[src/rtl/state_dump_sequencer.sv]
// state_dump_sequencer
//
// Watches a single-cycle machine while it runs. Each RUN cycle it emits one
// PC trace record. It halts the run on a zero instruction word or when the
// cycle budget runs out. After the halt it freezes the machine and streams
// out the register file and a data-memory window as valid/ready records.
//
// Ports:
//   clk, reset           clock (rising edge), asynchronous active-low reset
//   start                one-cycle pulse that begins a run (from IDLE or DONE)
//   pc, inst             machine byte PC and current instruction word
//   halt_req             stall request to the machine, registered
//   rf_raddr, rf_rdata   register-file read port (data is combinational)
//   mem_raddr, mem_rdata data-memory word read port (data is combinational)
//   out_valid/out_ready  record handshake
//   out_kind, out_data   record type (0=PC, 1=register, 2=memory) and payload
//   done                 dump complete, sticky until start or reset
//   halt_cause           0=zero instruction, 1=timeout
//   overflow             sticky, set when a PC record was dropped
module state_dump_sequencer #(
    parameter int unsigned NUM_REGS       = 32,
    parameter logic [31:0] MEM_BASE       = 32'h4000,
    parameter int unsigned MEM_WORDS      = 4,
    parameter int unsigned TIMEOUT_CYCLES = 64
) (
    input  logic        clk,
    input  logic        reset,
    input  logic        start,
    input  logic [31:0] pc,
    input  logic [31:0] inst,
    output logic        halt_req,
    output logic [4:0]  rf_raddr,
    input  logic [31:0] rf_rdata,
    output logic [31:0] mem_raddr,
    input  logic [31:0] mem_rdata,
    output logic        out_valid,
    input  logic        out_ready,
    output logic [1:0]  out_kind,
    output logic [31:0] out_data,
    output logic        done,
    output logic        halt_cause,
    output logic        overflow
);

    typedef enum logic [2:0] {
        IDLE,
        RUN,
        DUMP_REG,
        DUMP_MEM,
        DONE
    } state_t;

    state_t      state;
    logic [31:0] idx;
    logic [31:0] cyc_cnt;
    logic        zero_hit;
    logic        time_hit;
    logic        last_reg;
    logic        last_mem;

    assign zero_hit = (inst == 32'd0);
    assign time_hit = (cyc_cnt == 32'(TIMEOUT_CYCLES - 1));
    assign last_reg = (idx == 32'(NUM_REGS - 1));
    assign last_mem = (idx == 32'(MEM_WORDS - 1));

    // Read addresses follow the dump index directly; the add wraps mod 2^32.
    assign rf_raddr  = idx[4:0];
    assign mem_raddr = MEM_BASE + idx;

    // Payload is a pure select so it tracks the combinational read ports and
    // stays stable while the index is held under backpressure.
    always_comb begin
        out_data = 32'd0;
        unique case (state)
            RUN:      out_data = pc;
            DUMP_REG: out_data = rf_rdata;
            DUMP_MEM: out_data = mem_rdata;
            default:  out_data = 32'd0;
        endcase
    end

    always_ff @(posedge clk or negedge reset) begin
        if (!reset) begin
            state      <= IDLE;
            idx        <= 32'd0;
            cyc_cnt    <= 32'd0;
            out_valid  <= 1'b0;
            out_kind   <= 2'd0;
            done       <= 1'b0;
            halt_cause <= 1'b0;
            overflow   <= 1'b0;
            halt_req   <= 1'b0;
        end else begin
            case (state)
                IDLE, DONE: begin
                    if (start) begin
                        state      <= RUN;
                        idx        <= 32'd0;
                        cyc_cnt    <= 32'd0;
                        overflow   <= 1'b0;
                        halt_cause <= 1'b0;
                        done       <= 1'b0;
                        halt_req   <= 1'b0;
                        out_valid  <= 1'b1;
                        out_kind   <= 2'd0;
                    end
                end
                RUN: begin
                    cyc_cnt <= cyc_cnt + 32'd1;
                    // The PC stream cannot stall: an unaccepted record is lost.
                    if (!out_ready) begin
                        overflow <= 1'b1;
                    end
                    if (zero_hit || time_hit) begin
                        state      <= DUMP_REG;
                        halt_cause <= !zero_hit;
                        halt_req   <= 1'b1;
                        idx        <= 32'd0;
                        out_kind   <= 2'd1;
                    end
                end
                DUMP_REG: begin
                    if (out_ready) begin
                        if (last_reg) begin
                            idx      <= 32'd0;
                            state    <= DUMP_MEM;
                            out_kind <= 2'd2;
                        end else begin
                            idx <= idx + 32'd1;
                        end
                    end
                end
                DUMP_MEM: begin
                    if (out_ready) begin
                        if (last_mem) begin
                            idx       <= 32'd0;
                            state     <= DONE;
                            out_valid <= 1'b0;
                            out_kind  <= 2'd0;
                            done      <= 1'b1;
                        end else begin
                            idx <= idx + 32'd1;
                        end
                    end
                end
                default: begin
                    state <= IDLE;
                end
            endcase
        end
    end

endmodule

[config.mk]
export PLATFORM = sky130hd
export DESIGN_NAME = state_dump_sequencer
export DESIGN_NICKNAME = d
export VERILOG_FILES = /design/src/rtl/state_dump_sequencer.sv
export SDC_FILE = /design/constraint.sdc
export NUM_CORES = 1
export LEC_CHECK = 0
export CORE_MARGIN = 10
export CORE_UTILIZATION = 45
export DETAILED_ROUTE_END_ITERATION = 10
export HOLD_SLACK_MARGIN = 0.05
export PLACE_DENSITY = 0.92
export SLEW_MARGIN = 20
export SYNTH_ARGS = -nofsm -noshare
export SYNTH_HDL_FRONTEND = slang
export SYNTH_SLANG_ARGS = --single-unit
[constraint.sdc]
create_clock -name clk -period 2.5 [get_ports clk]
set_input_delay 0.5 -clock clk [delete_from_list [all_inputs] [get_ports clk]]
set_output_delay 0.5 -clock clk [all_outputs]
set_load 0.05 [all_outputs]
# --- After elaboration in Yosys (flattened, before gate mapping) ---
# Cells that the tools add are included.
# W data, S select, Z words.
classes:
  mux: 37
  n_eq_ne: 14
  addsub: 3
  n_reduce_logical: 15
ops:
  columns: ["op", "n"]
  rows:
  - ["$mux W32", 6]
  - ["$pmux W32 S4", 1]
  - ["$pmux W32 S3", 1]
  - ["$add A32 B1 Y32 const B", 2]
  - ["$pmux W32 S2", 1]
  - ["$add A15 B32 Y32 const A", 1]
  - ["$eq A32 B2 Y1 const B", 1]
  - ["$eq A32 B5 Y1 const B", 1]
  - ["$eq A32 B6 Y1 const B", 1]
  - ["$logic_not A32 Y1", 1]
  - ["$mux W3", 6]
  - ["$ne A2 B2 Y1 const B", 7]
  - ["$mux W2", 6]
  - ["$pmux W3 S4", 1]
  - ["$pmux W1 S2", 5]
  - ["$mux W1", 9]
  - ["$pmux W2 S4", 1]
  - ["$reduce_and A7 Y1", 1]
  - ["$eq A3 B2 Y1 const B", 2]
  - ["$reduce_and A3 Y1", 2]
  - ["$reduce_and A6 Y1", 1]
  - ["$reduce_and A5 Y1", 1]
  - ["$reduce_and A4 Y1", 1]
  - ["$reduce_bool A2 Y1", 2]
  - ["other kinds (8)", 8]
word_totals:
  in_bits: 132
  wordCells: 78
  output_inout_bits: 76
  register_bits: 74

# --- Longest topological paths before layout ---
# Gate-level depths: netlist (run 1).
logic_depth:
  depth_word: 4
  depth_mapped: 9
  ltp_nobuf: 8

# --- Least setup slack after synthesis (run 1) ---
# No wires, ideal clock.
synth_path:
  kind: "register -> output"
  start: "register idx[14]"
  end: "output port mem_raddr[30]"
  n_path_buf: 0
  path_stages_with_launch: 6
  required_ns: 2.000
  setup_slack_ns: -0.387
  arrival_ns: 2.387
  path_cell_list: "dfrtp_1 > ha_1 > nand3_1 > nor3_1 > nand4_1 > xnor2_1"
synth_via:
  elab_chain_cells: 1
synth_lines:
  columns: ["element", "line_no", "source"]
  rows:
  - ["start, declared", "54", "logic [31:0] idx;"]
  - ["start signal, assigned", "129", "idx <= idx + 32'd1;"]
  - ["start signal, assigned", "142", "idx <= idx + 32'd1;"]
  - ["$add A15 B32 Y32", "68", "assign mem_raddr = MEM_BASE + idx;"]
  - ["end, declared", "34", "output logic [31:0] mem_raddr,"]
# No other way between the ends.

# --- Worst setup path after layout (run 1) ---
layout_path:
  start: "register idx[15]"
  end: "output port mem_raddr[30]"
# The elaborated chain is that of the path after synthesis.

==> impl_metrics.json, run 1 <==
{
  "status": "complete, but fails checks",
  "violations": "negative setup slack",
  "die_area_um2": 16600,
  "avgViaCountPerCell": 6.04,
  "rsz0062_at_grt": "yes",
  "critical_path.reg2reg.startpoint": "idx[0]$_DFFE_PN0P_",
  "dp_hpwl_um": 16000,
  "start_util_pct": 46.3,
  "setup_viol": 1,
  "fin_ws_ps": -10.2,
  "worstSetupStartpoint": "idx[15]$_DFFE_PN0P_",
  "grt_pass1_wl_um": 32100,
  "ys_top_cells_by_area": "dfrtp_1, mux2i_1, nor2_1, a21oi_1, nand2_1",
  "drt-initial-drc-count": 709,
  "async_flop_share_pct": 100,
  "yosys.area_share.adder_pct": 1.17,
  "grt_usage_pct": 24.2,
  "ys.flop_type": "dfrtp_1",
  "die_w_um": 129,
  "gp_congestion": 0.894,
  "rrSetupSlack_ps": 40,
  "wl_met1_um": 6900,
  "fin_area_um2": 8570,
  "grt_antenna_before_repair": 1,
  "top_level_ports": 208,
  "ys_warn_count": 0,
  "synth_top_family_by_area": "simple AND/OR/NAND/NOR gates",
  "syn2layout_area_growth_pct": 60.5,
  "synth_compound_gate_area_share_pct": 18.3,
  "clock_latency_ps": 350,
  "final_antenna_net_count": 0,
  "worstPathArrival_ps": 2010,
  "required_ps": 2000,
  "path_class": "reg2out",
  "wire_per_inst_um": 20.7,
  "die_y_um": 129,
  "final.setup.tns_ps": -10.2,
  "numCtsBuffers": 9,
  "core-area_um2": 11500,
  "syn-cell-area_um2": 5340,
  "synth_seq_cells": 74,
  "synth_mux_area_share_pct": 8.65,
  "drv_cap": 0,
  "yosys.area.top_type": "dfrtp_1",
  "cp-end-kind": "output pin",
  "crit_path_max_fanout": 4,
  "mostFrequentLayoutCell": "clkdlybuf4s50_1",
  "cts_tree": "built",
  "routed-via-count": 6133,
  "finalHoldViolations": 0,
  "syn_inst": 658,
  "htreeDepth": 3,
  "drc": 0,
  "fmax_ghz": 0.398,
  "fin_skew_ps": 9.97,
  "port_buffers": 207,
  "power.leakage_nw": 3.60,
  "period_minus_slack_ps": 2510,
  "final_cell_mix": "clkdlybuf4s50_1, nor2_1, dfrtp_1, nand2_1, a21oi_1",
  "clk_pin_slew_worst_paths_ps": 60,
  "grt_max_degree": 33,
  "drive_gt1_share_pct": 18.9,
  "holdCritPathClass": "in2async",
  "reg2reg_depth": 7,
  "avgSynthCellArea_um2": 8.11,
  "root_buffer": "clkbuf_16",
  "synth_top_area_share_pct": 34.7,
  "yosysUniqueCellTypes": 57,
  "wl_met3_um": 2400,
  "grt_pass1_vias": 5988,
  "clkSinkCount": 74,
  "wl_met2_um": 10900,
  "finalCritPeriodShare_pct": 100,
  "overflow": 0,
  "peakVddDrop_uv": 431,
  "syn-num-nets": 795,
  "synth-seq-area-share_pct": 34.7,
  "drv_slew": 0,
  "synth_edf_count": 0,
  "place_area_um2": 8100,
  "fin_nets": 1003,
  "first_pass_iters": 6,
  "tightestPinTransition_ps": 681,
  "max_slew_margin_pct": 54.6,
  "synth_xor_area_share_pct": 2.46,
  "routed_wl_um": 21000,
  "num_rows": 39,
  "cts.path.max_buffers": 2,
  "worstReg2RegEnd": "idx[17]$_DFFE_PN0P_",
  "power_density_nw_per_um2": 384,
  "highest-signal-layer": "met4",
  "yosys.area_share.simple_pct": 27.9,
  "power_mw": 3.29,
  "crit_path_start_kind": "flop"
}
worst max-delay path by stage:
stage                     slack [ps]  cells past startpoint                  end
final                            -10                      7        mem_raddr[30]
after floorplan                 -130                      4        mem_raddr[24]
after detailed placement          30                      9  idx[16]$_DFFE_PN0P_
after CTS                        -30                      7        mem_raddr[30]
after global placement           140                      9  idx[17]$_DFFE_PN0P_
after global routing             -90                      7        mem_raddr[30]
cells in the mapped netlist (5+ instances only):
master	count
a21oi_1	56
buf_2	16
nand2_1	67
dfrtp_1	74
and3_1	13
and2_1	6
nand3_1	30
o211ai_1	5
a31oi_1	8
ha_1	5
inv_1	10
xnor2_1	8
o21ai_0	30
xor2_1	7
clkbuf_1	16
buf_4	23
nor3_1	10
o21ai_1	30
o31ai_1	14
mux2i_1	45
nand4_1	17
nor2_1	92
and4_1	8
nor4_1	16
worst max-delay path, cell delays in order, from the launching register on:
cell	delay, ps
dfrtp_1	380
ha_2	230
nand3_4	120
nor3_2	160
buf_4	170
nand4_1	180
xnor2_2	260
buf_12	170
timing repair:
| item | CTS | global route |
|---|---|---|
| gates resized for setup | 12 | 19 |
| hold buffers | 0 | 0 |
| endpoints found under the setup margin | 10 | 41 |
| setup buffers | 7 | 2 |
| pin swaps | 3 | 7 |
stage by stage:
| step | setup slack (ps) | hold slack [ps] | util (%) | instances |
|---|---|---|---|---|
| after global routing | -85.6 | 239 | 74.4 | 1015 |
| final | -10.2 | 196 | 74.4 | 1016 |
| after CTS | -26.4 | 208 | 73.5 | 1012 |
| after global placement | 142 | 463 | 70.3 | 989 |
| after detailed placement | 26.1 | 465 | 70.3 | 989 |
| after floorplan | -127 | 204 | - | 658 |
flip-flops by register name (all words and copies together), names as in the netlist:
register and count:
idx 32, overflow 1, halt_cause 1, out_valid 1, out_kind 2, halt_req 1
done 1, cyc_cnt 32, state 3
per-layer routing:
layer / track usage, % / vias to the layer above
li1: - / 2770
met1: 25.2 / 2940
met2: 42.8 / 372
met3: 9.03 / 51
met4: 10.7 / 0
met5: 0 / -
kinds of logic (layout without fill, tap and decap cells):
kind of cell | after synthesis | after routing
adder cells (fa/ha/maj) | 5 | 5
flip-flops | 74 | 74
buffers and inverters | 68 | 281
XOR/XNOR | 15 | 15
other | 0 | 2
multiplexers | 46 | 46
AO/OA/AOI/OAI | 163 | 163
AND/OR/NAND/NOR | 287 | 287
layout make-up:
| type | count | area, um^2 |
|---|---|---|
| inverters | 11 | 41.3 |
| diodes | 2 | 5.00 |
| well taps | 143 | 179 |
| repair buffers | 254 | 2930 |
| clock inverters | 5 | 28.8 |
| flip-flops and latches | 74 | 1860 |
| fillers | 750 | 2950 |
| clock buffers | 11 | 253 |
| multi-input cells | 516 | 3270 |
power by group:
part           leakage, nW  switching [mW]  total (mW)  internal (mW)
registers            0.893           0.120        1.41           1.29
logic                 2.56           0.288       0.664          0.376
clock network        0.145           0.499        1.22          0.720
total                 3.60           0.908        3.29           2.38
No activity file was read; power rests on OpenSTA's default activity.
==> run 2: changes to the inputs <==
--- a/config.mk
+++ b/config.mk
@@ -8,8 +8,9 @@
 export CORE_MARGIN = 10
 export CORE_UTILIZATION = 45
 export DETAILED_ROUTE_END_ITERATION = 10
+export GPL_ROUTABILITY_DRIVEN = 1
 export HOLD_SLACK_MARGIN = 0.05
-export PLACE_DENSITY = 0.92
+export PLACE_DENSITY = 0.87
 export SLEW_MARGIN = 20
 export SYNTH_ARGS = -nofsm -noshare
 export SYNTH_HDL_FRONTEND = slang
==> run 2 against run 1 <==
Net effect: the flow still finishes with violations (negative setup slack); non-clock buffer count increased by 7; sequential power about the same; flip-flop and latch count unchanged; critical path type unchanged.
==> impl_metrics.json, run 2 (synthesis results as in run 1) <==
{
  "drc": 0,
  "mostFrequentLayoutCell": "clkdlybuf4s50_1",
  "first_pass_iters": 6,
  "power.leakage_nw": 3.65,
  "grt_max_degree": 35,
  "cp_num_buf_inv": 2,
  "cts_tree": "built",
  "fin_nets": 1010,
  "grt_usage_pct": 24.4,
  "place_area_um2": 8080,
  "routed_wl_um": 21200,
  "wl_met1_um": 7210,
  "fin_cells": 1024,
  "crit_slowest_cell": "dfrtp_2",
  "crit_chain": "ha_2, nand3_4, nor3_2, buf_4, nand4_1, xnor2_2, buf_12",
  "crit_path_start_kind": "flop",
  "drv_cap": 0,
  "cp_slowest_stage_delay_ps": 420,
  "period_minus_slack_ps": 2560,
  "clk_pin_slew_worst_paths_ps": 60,
  "wl_met2_um": 10600,
  "routed-via-count": 6168,
  "num_rows": 39,
  "finalHoldViolations": 0,
  "pre_cts_ws_ps": 19.9,
  "clkSinkCount": 74,
  "drt-initial-drc-count": 631,
  "highest-signal-layer": "met4",
  "overflow": 0,
  "avgViaCountPerCell": 6.02,
  "required_ps": 2000,
  "violations": "negative setup slack",
  "fin_ws_ps": -55.2,
  "numCtsBuffers": 9,
  "status": "complete, but fails checks",
  "peakVddDrop_uv": 379,
  "wire_per_inst_um": 20.7,
  "setup_viol": 3,
  "crit_path_max_fanout": 6,
  "cpLargestDelayFamily": "simple AND/OR/NAND/NOR gates",
  "num-fill-cells": 758,
  "min-delay-start": "halt_req$_DFFE_PN0P_",
  "die_area_um2": 16600,
  "cp-end-kind": "output pin",
  "power_mw": 3.50,
  "grt_pass1_wl_um": 32300,
  "grt_pass1_vias": 6083,
  "fin_skew_ps": 6.12,
  "final_cell_mix": "clkdlybuf4s50_1, nor2_1, nand2_1, dfrtp_1, a21oi_1",
  "drv_slew": 0,
  "final.setup.tns_ps": -85.6,
  "top_level_ports": 208,
  "holdCritPathClass": "reg2reg",
  "clock_latency_ps": 340,
  "fmax_ghz": 0.391,
  "critical_path.reg2reg.startpoint": "idx[14]$_DFFE_PN0P_",
  "power_density_nw_per_um2": 404,
  "grt_antenna_before_repair": 2,
  "start_util_pct": 46.3,
  "drive_gt1_share_pct": 19.0,
  "worstPathArrival_ps": 2060,
  "root_buffer": "clkbuf_16",
  "die_w_um": 129,
  "dp_hpwl_um": 15400,
  "htreeDepth": 3,
  "worstSetupStartpoint": "idx[14]$_DFFE_PN0P_",
  "dp.cells": 986,
  "cts.path.max_buffers": 2,
  "fin_area_um2": 8680,
  "die_y_um": 129,
  "gp_congestion": 0.886,
  "rsz0062_at_grt": "yes",
  "max_slew_margin_pct": 54.6,
  "core-area_um2": 11500,
  "largestRegisters": "cyc_cnt x32, idx x32, state x3",
  "port_buffers": 207,
  "syn2layout_area_growth_pct": 62.6,
  "wl_met3_um": 2440,
  "path_class": "reg2out",
  "tightestPinTransition_ps": 678,
  "final_antenna_net_count": 0,
  "finalCritPeriodShare_pct": 102
}
==> run 2: path summary, 6_finish.rpt <==
check	endpoint	slack [ps]	depth (start not counted)
min in group asynchronous	halt_cause$_DFFE_PN0P_	600	2
min reg2reg	halt_req$_DFFE_PN0P_	490	2
max reg2reg	idx[28]$_DFFE_PN0P_	-20	10
min	halt_req$_DFFE_PN0P_	490	2
max in group asynchronous	idx[24]$_DFFE_PN0P_	1150	3
max	mem_raddr[30]	-60	7
==> run 2: per-layer routing <==
layer	vias up	GRT usage (%)
li1	2790	-
met1	2887	26.3
met2	413	42.1
met3	78	9.45
met4	0	10.3
met5	-	0
==> run 2: through the flow <==
stage	hold WS [ps]	util, %
4_1_cts	495	74.0
2_1_floorplan	204	-
3_3_place_gp	405	70.1
6_report	492	75.3
3_5_place_dp	409	70.1
5_1_grt	518	75.3
==> run 2: worst register-to-register path: cells and delay by family (launching register included) <==
kind | cells | cell delay [ps]
AO/OA/AOI/OAI | 4 | 740
buffers and inverters | 3 | 490
AND/OR/NAND/NOR | 2 | 470
flip-flops | 1 | 450
adder cells (fa/ha/maj) | 1 | 240
==> run 2: timing repair <==
action,CTS,global route
setup buffers,10,9
hold buffers,1,0
resized for setup,13,16
hold endpoints to repair,6,0
pin swaps,5,4
endpoints found under the setup margin,9,38
==> run 2: area by class of cell <==
cell class                 count  area, um^2  area share [%]
multi-input combinational    516        3280            37.8
timing repair buffer         261        2980            34.3
sequential                    74        1860            21.5
clock buffer                  12         256            2.96
tap                          143         179            2.06
clock inverter                 4        73.8           0.851
inverter                      11        43.8           0.505
antenna                        3        7.51          0.0865
==> run 2: where the power goes <==
| group | leakage, nW | total, mW | switching [mW] | internal (mW) |
|---|---|---|---|---|
| Clock | 0.163 | 1.43 | 0.501 | 0.929 |
| Sequential | 0.891 | 1.41 | 0.126 | 1.29 |
| Combinational | 2.60 | 0.664 | 0.289 | 0.375 |
